`config.mk`:
```
export PLATFORM = sky130hd
export DESIGN_NAME = fifo_wr_arbiter
export DESIGN_NICKNAME = d
export VERILOG_FILES = /design/src/rtl/fifo_wr_arbiter_pkg.sv /design/src/rtl/fifo_wr_arbiter_rr_pick.sv /design/src/rtl/fifo_wr_arbiter.sv
export SDC_FILE = /design/constraint.sdc
export NUM_CORES = 1
export LEC_CHECK = 0
export BUFFER_PORTS_ARGS = -buffer_cell sky130_fd_sc_hd__buf_2
export CAP_MARGIN = 5
export CORE_AREA = 2 2 51 53
export DETAILED_ROUTE_END_ITERATION = 8
export DIE_AREA = 0 0 53 55
export PLACE_DENSITY = 0.8
export SLEW_MARGIN = 20
export SYNTH_ARGS = -nofsm -noshare
export SYNTH_HDL_FRONTEND = slang
export SYNTH_HIERARCHICAL = 1
export SYNTH_SLANG_ARGS = --single-unit
```
`constraint.sdc`:
```
create_clock -name i_w_clk -period 4.25 [get_ports i_w_clk]
set_input_delay 0.6375 -clock i_w_clk [delete_from_list [all_inputs] [get_ports i_w_clk]]
set_output_delay 0.6375 -clock i_w_clk [all_outputs]
set_load 0.02 [all_outputs]
```
`src/rtl/fifo_wr_arbiter_pkg.sv`:
```
// ---------------------------------------------------------------------------
// fifo_wr_arbiter_pkg
// Shared types for the FIFO write-side arbiter.
//   arb_state_e : arbiter FSM state encoding (IDLE = arbitrating, GRANT = a
//                 requester owns the FIFO write port).
// ---------------------------------------------------------------------------
package fifo_wr_arbiter_pkg;

  typedef enum logic [0:0] {
    ST_IDLE  = 1'b0,
    ST_GRANT = 1'b1
  } arb_state_e;

endpackage : fifo_wr_arbiter_pkg

```
`src/rtl/fifo_wr_arbiter_rr_pick.sv`:
```
// ---------------------------------------------------------------------------
// fifo_wr_arbiter_rr_pick
// Combinational round-robin priority picker. Scans requests starting at the
// index after i_rr_ptr and wraps modulo N_REQ, so the last winner has the
// lowest priority.
// Ports:
//   i_req     in  N_REQ  request vector
//   i_rr_ptr  in  ID_W   index of the most recent winner
//   o_any     out 1      at least one request asserted
//   o_winner  out ID_W   selected index (0 when o_any is low)
// ---------------------------------------------------------------------------
module fifo_wr_arbiter_rr_pick #(
  parameter int N_REQ = 4,
  parameter int ID_W  = $clog2(N_REQ)
) (
  input  logic [N_REQ-1:0] i_req,
  input  logic [ID_W-1:0]  i_rr_ptr,
  output logic             o_any,
  output logic [ID_W-1:0]  o_winner
);

  logic            any_s;
  logic [ID_W-1:0] winner_s;

  // First asserted request after the pointer, wrapping; earliest hit sticks.
  always_comb begin
    any_s    = 1'b0;
    winner_s = {ID_W{1'b0}};
    for (int i = 1; i <= N_REQ; i++) begin
      winner_s = (!any_s && i_req[(int'(i_rr_ptr) + i) % N_REQ])
                 ? ID_W'((int'(i_rr_ptr) + i) % N_REQ) : winner_s;
      any_s    = any_s | i_req[(int'(i_rr_ptr) + i) % N_REQ];
    end
  end

  assign o_any    = any_s;
  assign o_winner = winner_s;

endmodule : fifo_wr_arbiter_rr_pick

```
`src/rtl/fifo_wr_arbiter.sv`:
```
// ---------------------------------------------------------------------------
// fifo_wr_arbiter
// Shares the single write port of the dual-clock FIFO among N_REQ requesters
// in the write clock domain. Round-robin, burst-locked grants; a grant lasts
// until the requester's last beat or MAX_BURST beats, whichever comes first.
// Each written beat carries the source requester ID as sideband.
// Ports:
//   i_w_clk       in  1            write-domain clock
//   i_wresetn     in  1            async active-low reset
//   i_req_valid   in  N_REQ        per-requester beat valid
//   i_req_last    in  N_REQ        per-requester last beat (qualified by valid)
//   i_req_data    in  N_REQ*WIDTH  packed beats, requester k at [k*WIDTH +: WIDTH]
//   o_req_ready   out N_REQ        beat accepted this cycle
//   i_fifo_full   in  1            FIFO full flag
//   o_fifo_we     out 1            FIFO write enable
//   o_fifo_wdata  out WIDTH        FIFO write data
//   o_fifo_wid    out ID_W         source ID of the current beat
//   o_grant       out N_REQ        registered one-hot grant
//   o_busy        out 1            high while in GRANT
// ---------------------------------------------------------------------------
module fifo_wr_arbiter
  import fifo_wr_arbiter_pkg::*;
#(
  parameter int N_REQ     = 4,
  parameter int WIDTH     = 8,
  parameter int MAX_BURST = 8
) (
  input  logic                     i_w_clk,
  input  logic                     i_wresetn,
  input  logic [N_REQ-1:0]         i_req_valid,
  input  logic [N_REQ-1:0]         i_req_last,
  input  logic [N_REQ*WIDTH-1:0]   i_req_data,
  output logic [N_REQ-1:0]         o_req_ready,
  input  logic                     i_fifo_full,
  output logic                     o_fifo_we,
  output logic [WIDTH-1:0]         o_fifo_wdata,
  output logic [$clog2(N_REQ)-1:0] o_fifo_wid,
  output logic [N_REQ-1:0]         o_grant,
  output logic                     o_busy
);

  localparam int ID_W = $clog2(N_REQ);
  localparam int BC_W = $clog2(MAX_BURST + 1);

  arb_state_e       state_q,     state_d;
  logic [ID_W-1:0]  rr_ptr_q,    rr_ptr_d;
  logic [ID_W-1:0]  grant_idx_q, grant_idx_d;
  logic [BC_W-1:0]  burst_cnt_q, burst_cnt_d;
  logic [N_REQ-1:0] grant_q,     grant_d;
  logic             busy_q,      busy_d;

  logic             any_s;
  logic [ID_W-1:0]  winner_s;
  logic             beat_s;
  logic [N_REQ-1:0] ready_s;
  logic [BC_W-1:0]  burst_inc_s;

  fifo_wr_arbiter_rr_pick #(
    .N_REQ (N_REQ),
    .ID_W  (ID_W)
  ) u_rr_pick (
    .i_req    (i_req_valid),
    .i_rr_ptr (rr_ptr_q),
    .o_any    (any_s),
    .o_winner (winner_s)
  );

  // State register: pointer reset to N_REQ-1 so requester 0 wins first.
  always_ff @(posedge i_w_clk or negedge i_wresetn) begin
    if (!i_wresetn) begin
      state_q     <= ST_IDLE;
      rr_ptr_q    <= ID_W'(N_REQ - 1);
      grant_idx_q <= {ID_W{1'b0}};
      burst_cnt_q <= {BC_W{1'b0}};
      grant_q     <= {N_REQ{1'b0}};
      busy_q      <= 1'b0;
    end else begin
      state_q     <= state_d;
      rr_ptr_q    <= rr_ptr_d;
      grant_idx_q <= grant_idx_d;
      burst_cnt_q <= burst_cnt_d;
      grant_q     <= grant_d;
      busy_q      <= busy_d;
    end
  end

  assign burst_inc_s = burst_cnt_q + BC_W'(1);

  // Next-state: arbitrate in IDLE, count beats and release in GRANT.
  always_comb begin
    state_d     = state_q;
    rr_ptr_d    = rr_ptr_q;
    grant_idx_d = grant_idx_q;
    burst_cnt_d = burst_cnt_q;
    grant_d     = grant_q;
    case (state_q)
      ST_IDLE: begin
        if (any_s) begin
          state_d     = ST_GRANT;
          rr_ptr_d    = winner_s;
          grant_idx_d = winner_s;
          burst_cnt_d = {BC_W{1'b0}};
          grant_d     = {{(N_REQ-1){1'b0}}, 1'b1} << winner_s;
        end else begin
          state_d = ST_IDLE;
        end
      end
      ST_GRANT: begin
        // A stalled cycle (full or valid low) leaves the counter frozen;
        // last only counts on the cycle the beat actually transfers.
        if (beat_s) begin
          if (i_req_last[grant_idx_q] || (burst_inc_s == BC_W'(MAX_BURST))) begin
            state_d     = ST_IDLE;
            grant_d     = {N_REQ{1'b0}};
            burst_cnt_d = {BC_W{1'b0}};
          end else begin
            burst_cnt_d = burst_inc_s;
          end
        end else begin
          state_d = ST_GRANT;
        end
      end
      default: begin
        state_d     = ST_IDLE;
        grant_d     = {N_REQ{1'b0}};
        burst_cnt_d = {BC_W{1'b0}};
      end
    endcase
    busy_d = (state_d == ST_GRANT);
  end

  // Outputs: only the granted requester sees ready, and only when not full.
  always_comb begin
    beat_s  = 1'b0;
    ready_s = {N_REQ{1'b0}};
    case (state_q)
      ST_GRANT: begin
        beat_s               = i_req_valid[grant_idx_q] & ~i_fifo_full;
        ready_s[grant_idx_q] = ~i_fifo_full;
      end
      ST_IDLE: begin
        beat_s  = 1'b0;
        ready_s = {N_REQ{1'b0}};
      end
      default: begin
        beat_s  = 1'b0;
        ready_s = {N_REQ{1'b0}};
      end
    endcase
  end

  assign o_req_ready  = ready_s;
  assign o_fifo_we    = beat_s;
  assign o_fifo_wdata = i_req_data[int'(grant_idx_q)*WIDTH +: WIDTH];
  assign o_fifo_wid   = grant_idx_q;
  assign o_grant      = grant_q;
  assign o_busy       = busy_q;

endmodule : fifo_wr_arbiter

```
# After elaboration in Yosys (flattened, before gate mapping)
# Cells that the tools add are included.
# W data, S select, Z words.
[word_totals] regBits=13 out_inout_bits=20 word_cells=84 input_bits=43
[classes] n_mux=36 shift=2 n_eq_ne=4 addsub=5 magnitude_cmp=6 bitwise=11 n_reduce_logical=15
[ops] op="$shiftx A32 B6 Y8" n=1
[ops] op="$mux W4" n=6
[ops] op="$pmux W4 S2" n=3
[ops] op="$lt A3 B4 Y1 const B" n=4
[ops] op="$mux W1" n=14
[ops] op="$bmux W1 S2" n=6
[ops] op="$mux W2" n=4
[ops] op="$reduce_or A2 Y1" n=4
[ops] op="$add A2 B1 Y2 const B" n=2
[ops] op="$add A2 B2 Y2 const B" n=2
[ops] op="$add A4 B1 Y4 const B" n=1
[ops] op="$and A1 B1 Y1 const A" n=4
[ops] op="$and A4 B4 Y4" n=1
[ops] op="$eq A4 B4 Y1 const B" n=1
[ops] op="$logic_and A1 B1 Y1" n=4
[ops] op="$ne A2 B2 Y1 const B" n=2
[ops] op="$pmux W1 S2" n=2
[ops] op="$reduce_and A2 Y1" n=2
[ops] op="$shl A1 B2 Y4 const A" n=1
[ops] op="$logic_not A1 Y1" n=3
[ops] op="$lt A2 B3 Y1 const B" n=1
[ops] op="$or A1 B1 Y1" n=3
[ops] op="$reduce_and A3 Y1" n=1
[ops] op="$demux W1 S2" n=1
[ops] op="5 further kinds" n=6

# Depth between registers and ports, before layout
# Gate-level depths: netlist of run 1.
[depth] depth_word=14 mapped_depth=7 depth_no_buf=5

# Cells and area by module
# The synthesis of run 1 kept the hierarchy.
[modules_own_cells] mod="fifo_wr_arbiter" area_each_um2=914.6 instances=1 seq_area_each_um2=327.8 cells_per_inst=85
[modules_own_cells] mod="fifo_wr_arbiter_rr_pick" area_each_um2=91.3 instances=1 seq_area_each_um2=0.0 cells_per_inst=14

# Least setup slack after synthesis of run 1
# No wires, ideal clock.
[synth_timing] path_type="input to output" start="in i_fifo_full" end="out o_req_ready[0]" stages=2 path_buffers=0 arrival_ns=1.477 path_slack_ns=2.136 required_time_ns=3.612 cell_sequence="nor2b_1 > nor3b_1"
[synth_between] elab_chain_len=3
[synth_lines] item="start: declaration" line="fifo_wr_arbiter.sv:34" source="input logic i_fifo_full,"
[synth_lines] item="$not A1 Y1" line="fifo_wr_arbiter.sv:139" source="ready_s[grant_idx_q] = ~i_fifo_full;"
[synth_lines] item="$and A4 B4 Y4 (no source line)"
[synth_lines] item="$pmux W4 S2" line="fifo_wr_arbiter.sv:136" source="case (state_q)"
[synth_lines] item="end: declaration" line="fifo_wr_arbiter.sv:33" source="output logic [N_REQ-1:0] o_req_ready,"
# Every way passes these cells.

# Worst setup path in the final report of run 1
[layout_timing] start="reg grant_idx_q[0] (netlist: o_fifo_wid[0])" end="out o_fifo_we"
[layout_between] elab_chain_len=4
[layout_lines] item="start: declaration" line="fifo_wr_arbiter.sv:47" source="logic [ID_W-1:0] grant_idx_q, grant_idx_d;"
[layout_lines] item="start signal: assignment" line="fifo_wr_arbiter.sv:73" source="grant_idx_q <= {ID_W{1'b0}};"
[layout_lines] item="start signal: assignment" line="fifo_wr_arbiter.sv:80" source="grant_idx_q <= grant_idx_d;"
[layout_lines] item="$bmux W1 S2" line="fifo_wr_arbiter.sv:138" source="beat_s = i_req_valid[grant_idx_q] & ~i_fifo_full;"
[layout_lines] item="$mux W1 (implied by the code)" line="fifo_wr_arbiter.sv:138"
[layout_lines] item="$and A1 B1 Y1" line="fifo_wr_arbiter.sv:138"
[layout_lines] item="$pmux W1 S2" line="fifo_wr_arbiter.sv:136"
[layout_lines] item="end: declaration" line="fifo_wr_arbiter.sv:35" source="output logic o_fifo_we,"
# Every way passes these cells. The select of a mux whose other input is x is not followed.

==> impl_results.md, run 1 <==
- Routed Antenna Nets: 0
- I/O pin total: 63
- Gpl congestion: 0.775
- Number of port buffers: 62
- CTS Hold Buffers Added: 0
- Filler cells: 218
- Total number of yosys warnings: 6
- Wire per inst: 13.7 um
- Layout cells sized above 1: 0.491
- Top-count cell post-synth: nand2_1
- TritonCTS clock tree: done
- Final Cycle Share: 0.641
- Worst setup EP type: output pin
- Area grow syn2layout: 34.0%
- Post-layout instance area: about 1300 um^2
- Die Y-Extent: 55 um
- Clock Sinks: 13
- Die X: 53 um
- Max-slew violations: 0
- Rows: 18
- RSZ-0062 raised after global routing: no
- First-pass GRT wire length: 3.98 mm
- Synthesized cell area: 1010 um^2
- Core Area: 2360 um^2
- # DRC: 0
- Worst Reg2Reg Path Length in Cells: 4
- Max_slew headroom: 0.539
- PwrDens: 622 nW/um^2
- Synth cell types: 35
- Die area: 2920 um^2
- Data arrival, critical path: between 2 and 2.5 ns
- Max-Cap Viols: 0
- H-tree levels: 1
- Yosys top cell area share: 0.274
- Final TNS setup: 0 ns
- Post-synthesis sequential area ratio: 0.326
- Largest family of logic cells by synthesized area: multiplexers
- Biggest area consumer among synthesized cells: dfrtp_1
- List of most frequent post-synthesis cells: 18 x nand2_1, 11 x dfrtp_1, 7 x mux4_2, 6 x nor2_1, 5 x nand3_1
- Hold Path Class: in2async
- Reg-to-Reg Start: o_fifo_wid[0]$_DFFE_PN0P_
- Layout Skew: about 0.0054 ns
- First-pass detailed-route iteration total: 4
- Mux share of post-synthesis cell area: 0.260
- Slowest CP cell: dfrtp_1
- CP max stage delay: 0.80 ns
- TritonCTS buffer count: 3
- Worst reg2reg setup slack: between 2 and 2.5 ns
- CP Class: reg2out
- Initial drt markers: 11
- Lkg Pwr: 0.692 nW
- Area after DPL: 1320 um^2
- Number of global-route vias before repair: 930
- Multi-input logic area: roughly 630 um^2
- HPWL after DPL: 2.08 mm
- Synthesized instance count: 99
- Mean Syn Cell Area: 10.2 um^2
- Clk Latency, worst-skew pair: 0.28 ns
- Clock Root Buffer: clkbuf_4
- Startpoint types: register
- Final Hold Fails: 0
- Worst Tran Pin Value: 0.692 ns
- Initial antenna violation count: 0
- Max frequency: 367 MHz
- Minimum clock period: between 2 and 3 ns
- Max IR drop VDD: 323 uV
- Simple-Gate Fraction of Synth Area: 0.238
- Post CTS Setup Buffer Count: 0
- Critical Path Fanout Max: 17
- Gr usage total: 0.187
- Vias: between 1000 and 1500
- Synth top area cells: dfrtp_1 27%, mux4_2 16%, nand2_1 6.7%
- Clock Tree Buf Depth: 2
- Complex-gate fraction of the synthesized area: 0.117
- Area occupied by registers: 328 um^2
- Largest net degree at the start of global routing: 18
- Adder-cell share of the synthesized area: 0.0124
- Synth Area in XOR/XNOR: 0
- Post-synth EDFFs: 0
- Vias per cell: around 5.4
- Status: complete, no violations
- Resize count post-CTS: 0
- Drt total wl: 2.58 mm
- Antenna cells: 0
- FF-to-FF End: burst_cnt_q[2]$_DFFE_PN0P_
- Prevailing post-synth register cell: dfrtp_1
- Critical path required time: 3.61 ns
- Worst path cell trace: mux4_2 > nand2_4 > inv_1 > buf_2
- Starting Density: 0.425
- Final setup viols: 0
- Reg clk slew, reported paths: 0.09 ns
- FFs w/ async S/R, synth: 1.00
- Fin nets: 204
- GRT overflow: 0
- Post-synthesis sequential element count: 13
- Synthesized Nets: 143
area by class of cell:
type | instances | share of cell area
Tap cell | 30 | 0.0279
Timing Repair Buffer | 62 | 0.230
Clock buffer | 4 | 0.0195
Multi-Input combinational cell | 76 | 0.468
Inverter | 4 | 0.0111
Sequential cell | 13 | 0.243
flip-flops by register name, indices dropped and copies added, names as in the netlist:
register and cells:
burst_cnt_q 4, o_grant 4, o_fifo_wid 2, rr_ptr_q 2, o_busy 1
cells by family (layout without fill, tap and decap cells):
kind of cell | Yosys count | after routing
fa+ha+maj | 1 | 1
buf+inv | 10 | 70
simple gates | 46 | 46
compound gates | 15 | 15
flops | 13 | 13
mux | 14 | 14
layer usage:
metal  up-vias  global-route usage  part of all wire
met3         2              0.0296             0.089
met1       488               0.209              0.39
met2        47               0.350              0.52
met5         -                   0                 0
met4         0              0.0855            0.0054
li1        492                   -                 -
cell usage in the layout (no fill, tap or decap), drive strengths merged, types with 2 or more instances in the layout:
master and count:
dfrtp 11, inv 4, a21oi 4, nand4 2
and3b 2, mux2i 4, mux4 9, o32ai 4
dfstp 2, nor4b 2, buf 62, nor2 6
nand3 5, nor2b 2, nand2b 4, clkbuf 4
nand2 19
through the flow:
step            util  setup WS [ns]  total power [mW]  hold slack [ns]  std cells
6_report       0.570           1.52             0.838            0.229        189
3_3_place_gp   0.559           1.84             0.748            0.473        185
3_5_place_dp   0.559           1.80             0.766            0.489        185
2_1_floorplan      -           2.14             0.628            0.342         99
5_1_grt        0.570           1.34             0.908            0.242        189
4_1_cts        0.570           1.47             0.849            0.229        189
worst max-delay path by stage:
stage,to,cells after the start,startpoint
2_1_floorplan,o_req_ready[0],2,i_fifo_full
3_3_place_gp,o_fifo_we,4,o_fifo_wid[0]$_DFFE_PN0P_
3_5_place_dp,o_fifo_we,4,o_fifo_wid[0]$_DFFE_PN0P_
4_1_cts,o_fifo_we,4,o_fifo_wid[0]$_DFFE_PN0P_
5_1_grt,o_fifo_we,4,o_fifo_wid[0]$_DFFE_PN0P_
6_report,o_fifo_we,4,o_fifo_wid[0]$_DFFE_PN0P_
where the power goes:
part	leakage (nW)	internal (mW)	switching (mW)	total, mW
clock network	0.0150	0.0364	0.0427	0.0791
logic	0.514	0.221	0.265	0.486
registers	0.163	0.179	0.0935	0.273
worst max-delay path: cells and delay by family, from the launching register on:
family | cells | cell delay [ns]
and+or+nand+nor | 1 | 0.14
buffers and inverters | 2 | 0.24
muxes | 1 | 0.63
DFF | 1 | 0.80
Note: power is estimated with default switching activity, not from simulation.
==> inputs of run 2 (changes only) <==
- CORE_AREA: 2 2 51 53 -> 2 2 55 57
- DIE_AREA: 0 0 53 55 -> 0 0 57 59
- PLACE_DENSITY: 0.8 -> 0.73
- clock period: 4.25 -> 2.3 ns (I/O delays scaled with it)
==> run 2 against run 1 <==
Net effect:
- first-iteration DRC count grew to 2.9 times the previous value
- clock skew is 0.00087 ns lower
- total power is 89% higher
- die area is 15% higher
- clock power is 88% higher
- combinational power is 100% higher
==> impl_results.md, run 2 (synthesis gave the netlist of run 1 again) <==
- Wire per inst: 14.3 um (+4.7%)
- Post CTS Setup Buffer Count: 0 (unchanged)
- Met2 WL: 1.41 mm (+6.2%)
- Worst Reg2Reg Path Length in Cells: 4 (unchanged)
- First-pass GRT wire length: 4.46 mm (+12%)
- Die area: 3360 um^2 (+15%)
- Clock Root Buffer: clkbuf_4
- Commonest non-fill, non-tap cells in the layout: 62 x buf_2, 18 x nand2_1, 11 x dfrtp_1, 7 x mux4_2, 6 x nor2_1
- Antenna cells: 0 (unchanged)
- Post-layout instance area: 1370 um^2 (+2.0%)
- GRT overflow: 0 (unchanged)
- Met3 wire length: 303 um (+32%)
- HPWL after DPL: 2.23 mm (+7.3%)
- First-pass detailed-route iteration total: 6 (+2)
- Resize count post-CTS: 0 (unchanged)
- Dpl ws: 0.557 ns (-1.24 ns)
- Initial antenna violation count: 0 (unchanged)
- Max_slew headroom: 0.621 (+0.0823)
- CTS Hold Buffers Added: 1 (+1)
- Die Y-Extent: 59 um (+7.3%)
- Starting Density: 0.371 (-0.0542)
- M1 wire length: 1.00 mm (-0.50%)
- Gr usage total: 0.171 (-0.0159)
- Status: complete, no violations
- Gpl congestion: 0.777 (+0.34%)
- Number of port buffers: 62 (unchanged)
- Startpoint types: register
- Lkg Pwr: 0.706 nW (+2.0%)
- Max IR drop VDD: 626 uV (+94%)
- Critical path required time: 1.96 ns (-1.65 ns)
- H-tree levels: 1 (unchanged)
- TritonCTS clock tree: done
- RSZ-0062 raised after global routing: no
- Fin nets: 207 (+1.5%)
- Number of global-route vias before repair: 1068 (+15%)
- Total power: 1.58 mW (+89%)
- Critical Path Fanout Max: 15 (-2)
- Rows: 19 (+1)
- Vias per cell: 5.40 (-0.74%)
- Reg clk slew, reported paths: 0.08 ns (about the same)
- Largest net degree at the start of global routing: 17 (-1)
- Worst Tran Pin Value: 0.569 ns (-0.123 ns)
- Routed Antenna Nets: 0 (unchanged)
- Final TNS setup: 0 ns (unchanged)
- Worst setup EP type: output pin
- Setup ws final: 0.258 ns (-1.27 ns)
- Vias: 1043 (+1.4%)
- Hold Path Class: in2async
- Max-Cap Viols: 0 (unchanged)
- Area grow syn2layout: 36.6%
- Max-slew violations: 0 (unchanged)
- Uppermost layer routed: met4
- I/O pin total: 63 (unchanged)
- Final Cycle Share: 0.888
- Drt total wl: 2.76 mm (+6.9%)
- Layout Skew: 0.00457 ns (-0.000872 ns)
- PwrDens: 1150 nW/um^2 (+85%)
- Layout cells sized above 1: 0.494 (+0.00326)
- Data arrival, critical path: 1.70 ns (-0.39 ns)
- Final setup viols: 0 (unchanged)
- Clock Sinks: 13 (unchanged)
- Core Area: 2710 um^2 (+15%)
- Commonest non-fill, non-tap cell in the layout: buf_2
- Die X: 57 um (+7.5%)
- TritonCTS buffer count: 3 (unchanged)
- Max frequency: 490 MHz
- Clock Tree Buf Depth: 2 (unchanged)
- Clk Latency, worst-skew pair: 0.29 ns (about the same)
- Minimum clock period: 2.04 ns
- # DRC: 0 (unchanged)
- Area after DPL: 1340 um^2 (+1.2%)
- Initial drt markers: 32 (+21)
- CP Class: reg2out
- Final Hold Fails: 0 (unchanged)
[run 2: area by class of cell]
type	instances	area (um^2)
repair buffers	65	335
well taps	31	38.8
flip-flops and latches	13	328
multi-input cells	76	631
clock buffers	4	26.3
fillers	272	1340
inverters	4	15.0
[run 2: worst paths after layout]
kind	start	endpoint	slack [ns]
max	o_fifo_wid[0]$_DFFE_PN0P_	o_fifo_wdata[7]	0.26
min	i_wresetn	o_grant[2]$_DFFE_PN0P_	0.45
max reg2reg	o_fifo_wid[0]$_DFFE_PN0P_	o_grant[2]$_DFFE_PN0P_	0.62
min reg2reg	rr_ptr_q[0]$_DFFE_PN1P_	rr_ptr_q[0]$_DFFE_PN1P_	0.50
max in group asynchronous	i_wresetn	rr_ptr_q[1]$_DFFE_PN1P_	1.57
min in group i_w_clk	i_req_valid[2]	o_busy$_DFF_PN0_	0.46
[run 2: critical path, cell delays in order, from the launching register on]
cell and delay (ns):
dfrtp_1 0.39, buf_4 0.26, mux4_1 0.58, buf_2 0.18
[run 2: report_power, final]
part / internal (mW) / total, mW / switching [mW]
combinational: 0.428 / 0.991 / 0.563
sequential: 0.333 / 0.440 / 0.107
clock: 0.0676 / 0.149 / 0.0809
[run 2: stage by stage]
step | std cells | hold WS [ns] | util
floorplan | 99 | 0.0494 | -
global placement | 188 | 0.242 | 0.494
detailed placement | 188 | 0.246 | 0.494
CTS | 193 | 0.457 | 0.507
global route | 193 | 0.484 | 0.507
finish | 193 | 0.454 | 0.507
[run 2: layer usage]
layer / GRT usage / up-vias
met4: 0.0698 / 0
met3: 0.0480 / 4
met2: 0.338 / 55
met1: 0.165 / 486
li1: - / 498
met5: 0 / -
==> inputs of run 3 (changes only) <==
- REMOVE_ABC_BUFFERS: unset -> 1
==> run 3 against run 2 <==
Net effect:
- via count is 1.2% higher
- critical endpoint is now o_fifo_we
- clock skew shrank 0.0038 ns
- combinational power is 3.2% lower
- largest cell class unchanged
==> impl_results.md, run 3 (synthesis gave the netlist of run 1 again) <==
- Slowest CP cell: dfrtp_1
- CP Class: reg2out
- Critical Path Fanout Max: 17 (+2)
- Worst path cell trace: mux4_2 > nand2_4 > inv_1 > buf_2
- Rows: 19 (unchanged)
- Final Cycle Share: 0.936 (+0.0487)
- Initial drt markers: 29 (-9.4%)
- Largest net degree at the start of global routing: 18 (+1)
- Reg clk slew, reported paths: 0.07 ns (about the same)
- Resize count post-CTS: 0 (unchanged)
- Max-Cap Viols: 0 (unchanged)
- Hold Path Class: in2async
- Die area: 3360 um^2 (unchanged)
- Clock Sinks: 13 (unchanged)
- Area grow syn2layout: 35.8%
- Max IR drop VDD: 648 uV (+3.5%)
- Worst Tran Pin Value: 0.585 ns (+0.0162 ns)
- Status: complete, no violations
- Max-slew violations: 0 (unchanged)
- Data arrival, critical path: 1.81 ns (+0.11 ns)
- Largest delay contributor family on the critical path: flip-flops
- Startpoint types: register
- First-pass detailed-route iteration total: 4 (-2)
- # DRC: 0 (unchanged)
- Drt total wl: 2.61 mm (-5.6%)
- Commonest non-fill, non-tap cell in the layout: buf_2
- First-pass GRT wire length: 4.11 mm (-8.0%)
- Initial antenna violation count: 0 (unchanged)
- Final TNS setup: 0 ns (unchanged)
- Core Util, Final: 0.504 (-0.00277)
- Clock Tree Buf Depth: 2 (unchanged)
- I/O pin total: 63 (unchanged)
- Antenna cells: 0 (unchanged)
- TritonCTS clock tree: done
- Layout cells sized above 1: 0.491 (-0.00314)
- Gpl congestion: 0.833 (+7.1%)
- Final Hold Fails: 0 (unchanged)
- Setup ws final: 0.146 ns (-0.112 ns)
- GRT overflow: 0 (unchanged)
- Worst Path Buf+Inv: 2 (unchanged)
- Max_slew headroom: 0.610 (-0.0108)
- Routed Antenna Nets: 0 (unchanged)
- CP max stage delay: 0.72 ns (+0.14 ns)
- Dpl cells: 187 (-0.53%)
- Clock Root Buffer: clkbuf_4
- Commonest non-fill, non-tap cells in the layout: 62 x buf_2, 18 x nand2_1, 11 x dfrtp_1, 7 x mux4_2, 6 x nor2_1
- Worst setup EP type: output pin
- RSZ-0062 raised after global routing: no
- Vias: 1055 (+1.2%)
- Dpl ws: 0.445 ns (-0.112 ns)
- Number of global-route vias before repair: 1003 (-6.1%)
- Gr usage total: 0.158 (-0.0130)
- Number of port buffers: 62 (unchanged)
- Total power: 1.55 mW (-1.8%)
- Core Area: 2710 um^2 (unchanged)
- Die X: 57 um (unchanged)
- Clk Latency, worst-skew pair: 0.27 ns (-0.02 ns)
- HPWL after DPL: 2.11 mm (-5.5%)
- Max frequency: 464 MHz (-5.2%)
- Fin nets: 206 (-0.48%)
- Worst reg2reg setup slack: 0.46 ns (-0.16 ns)
- TritonCTS buffer count: 3 (unchanged)
- Lkg Pwr: 0.701 nW (-0.71%)
- Die Y-Extent: 59 um (unchanged)
- Fin Hold WS: 0.486 ns (+0.0323 ns)
- Vias per cell: 5.49 (+1.7%)
- Post-layout instance area: 1370 um^2 (-0.55%)
- PwrDens: 1140 nW/um^2 (-1.3%)
- H-tree levels: 1 (unchanged)
- Minimum clock period: 2.15 ns (+0.112 ns)
- Post-route insts no fill: 192 (-0.52%)
- Final setup viols: 0 (unchanged)
- Layout Skew: 0.000789 ns (-0.00378 ns)
- Wire per inst: 13.6 um (-5.1%)
- Area after DPL: 1330 um^2 (-0.56%)
- Starting Density: 0.371 (unchanged)
- Critical path required time: 1.96 ns (about the same)
- Filler cells: 265 (-2.6%)
[run 3: routing by layer]
layer | share of wire | global-route usage | vias to the layer above
met1 | 0.38 | 0.160 | 491
met5 | 0 | 0 | -
met2 | 0.50 | 0.307 | 60
met3 | 0.11 | 0.0393 | 2
met4 | 0.0050 | 0.0664 | 0
li1 | - | - | 502
[run 3: layout make-up]
cell class,count,area [um^2],area share
Sequential cell,13,328,0.240
Clock buffer,4,26.3,0.0192
Inverter,4,15.0,0.0110
Timing Repair Buffer,64,328,0.240
Tap cell,31,38.8,0.0284
Multi-Input combinational cell,76,631,0.462
[run 3: worst paths after layout]
check,startpoint,endpoint,cells after the start
max,o_fifo_wid[1]$_DFFE_PN0P_,o_fifo_we,4
min,i_wresetn,burst_cnt_q[3]$_DFFE_PN0P_,2
max reg2reg,o_fifo_wid[1]$_DFFE_PN0P_,o_grant[2]$_DFFE_PN0P_,4
min reg2reg,rr_ptr_q[0]$_DFFE_PN1P_,rr_ptr_q[0]$_DFFE_PN1P_,2
max in group asynchronous,i_wresetn,rr_ptr_q[0]$_DFFE_PN1P_,2
min in group i_w_clk,i_req_valid[0],o_busy$_DFF_PN0_,5
[run 3: timing repair]
| item | CTS | global route |
|---|---|---|
| endpoints found under the setup margin | 0 | 0 |
| endpoints found under the hold margin | 11 | 0 |
| buffers inserted | 0 | 0 |
| hold buffers | 1 | 0 |
[run 3: where the power goes]
group          switching [mW]  internal (mW)
Sequential              0.124          0.333
Clock                  0.0689         0.0671
Combinational           0.538          0.421
Total                   0.731          0.820
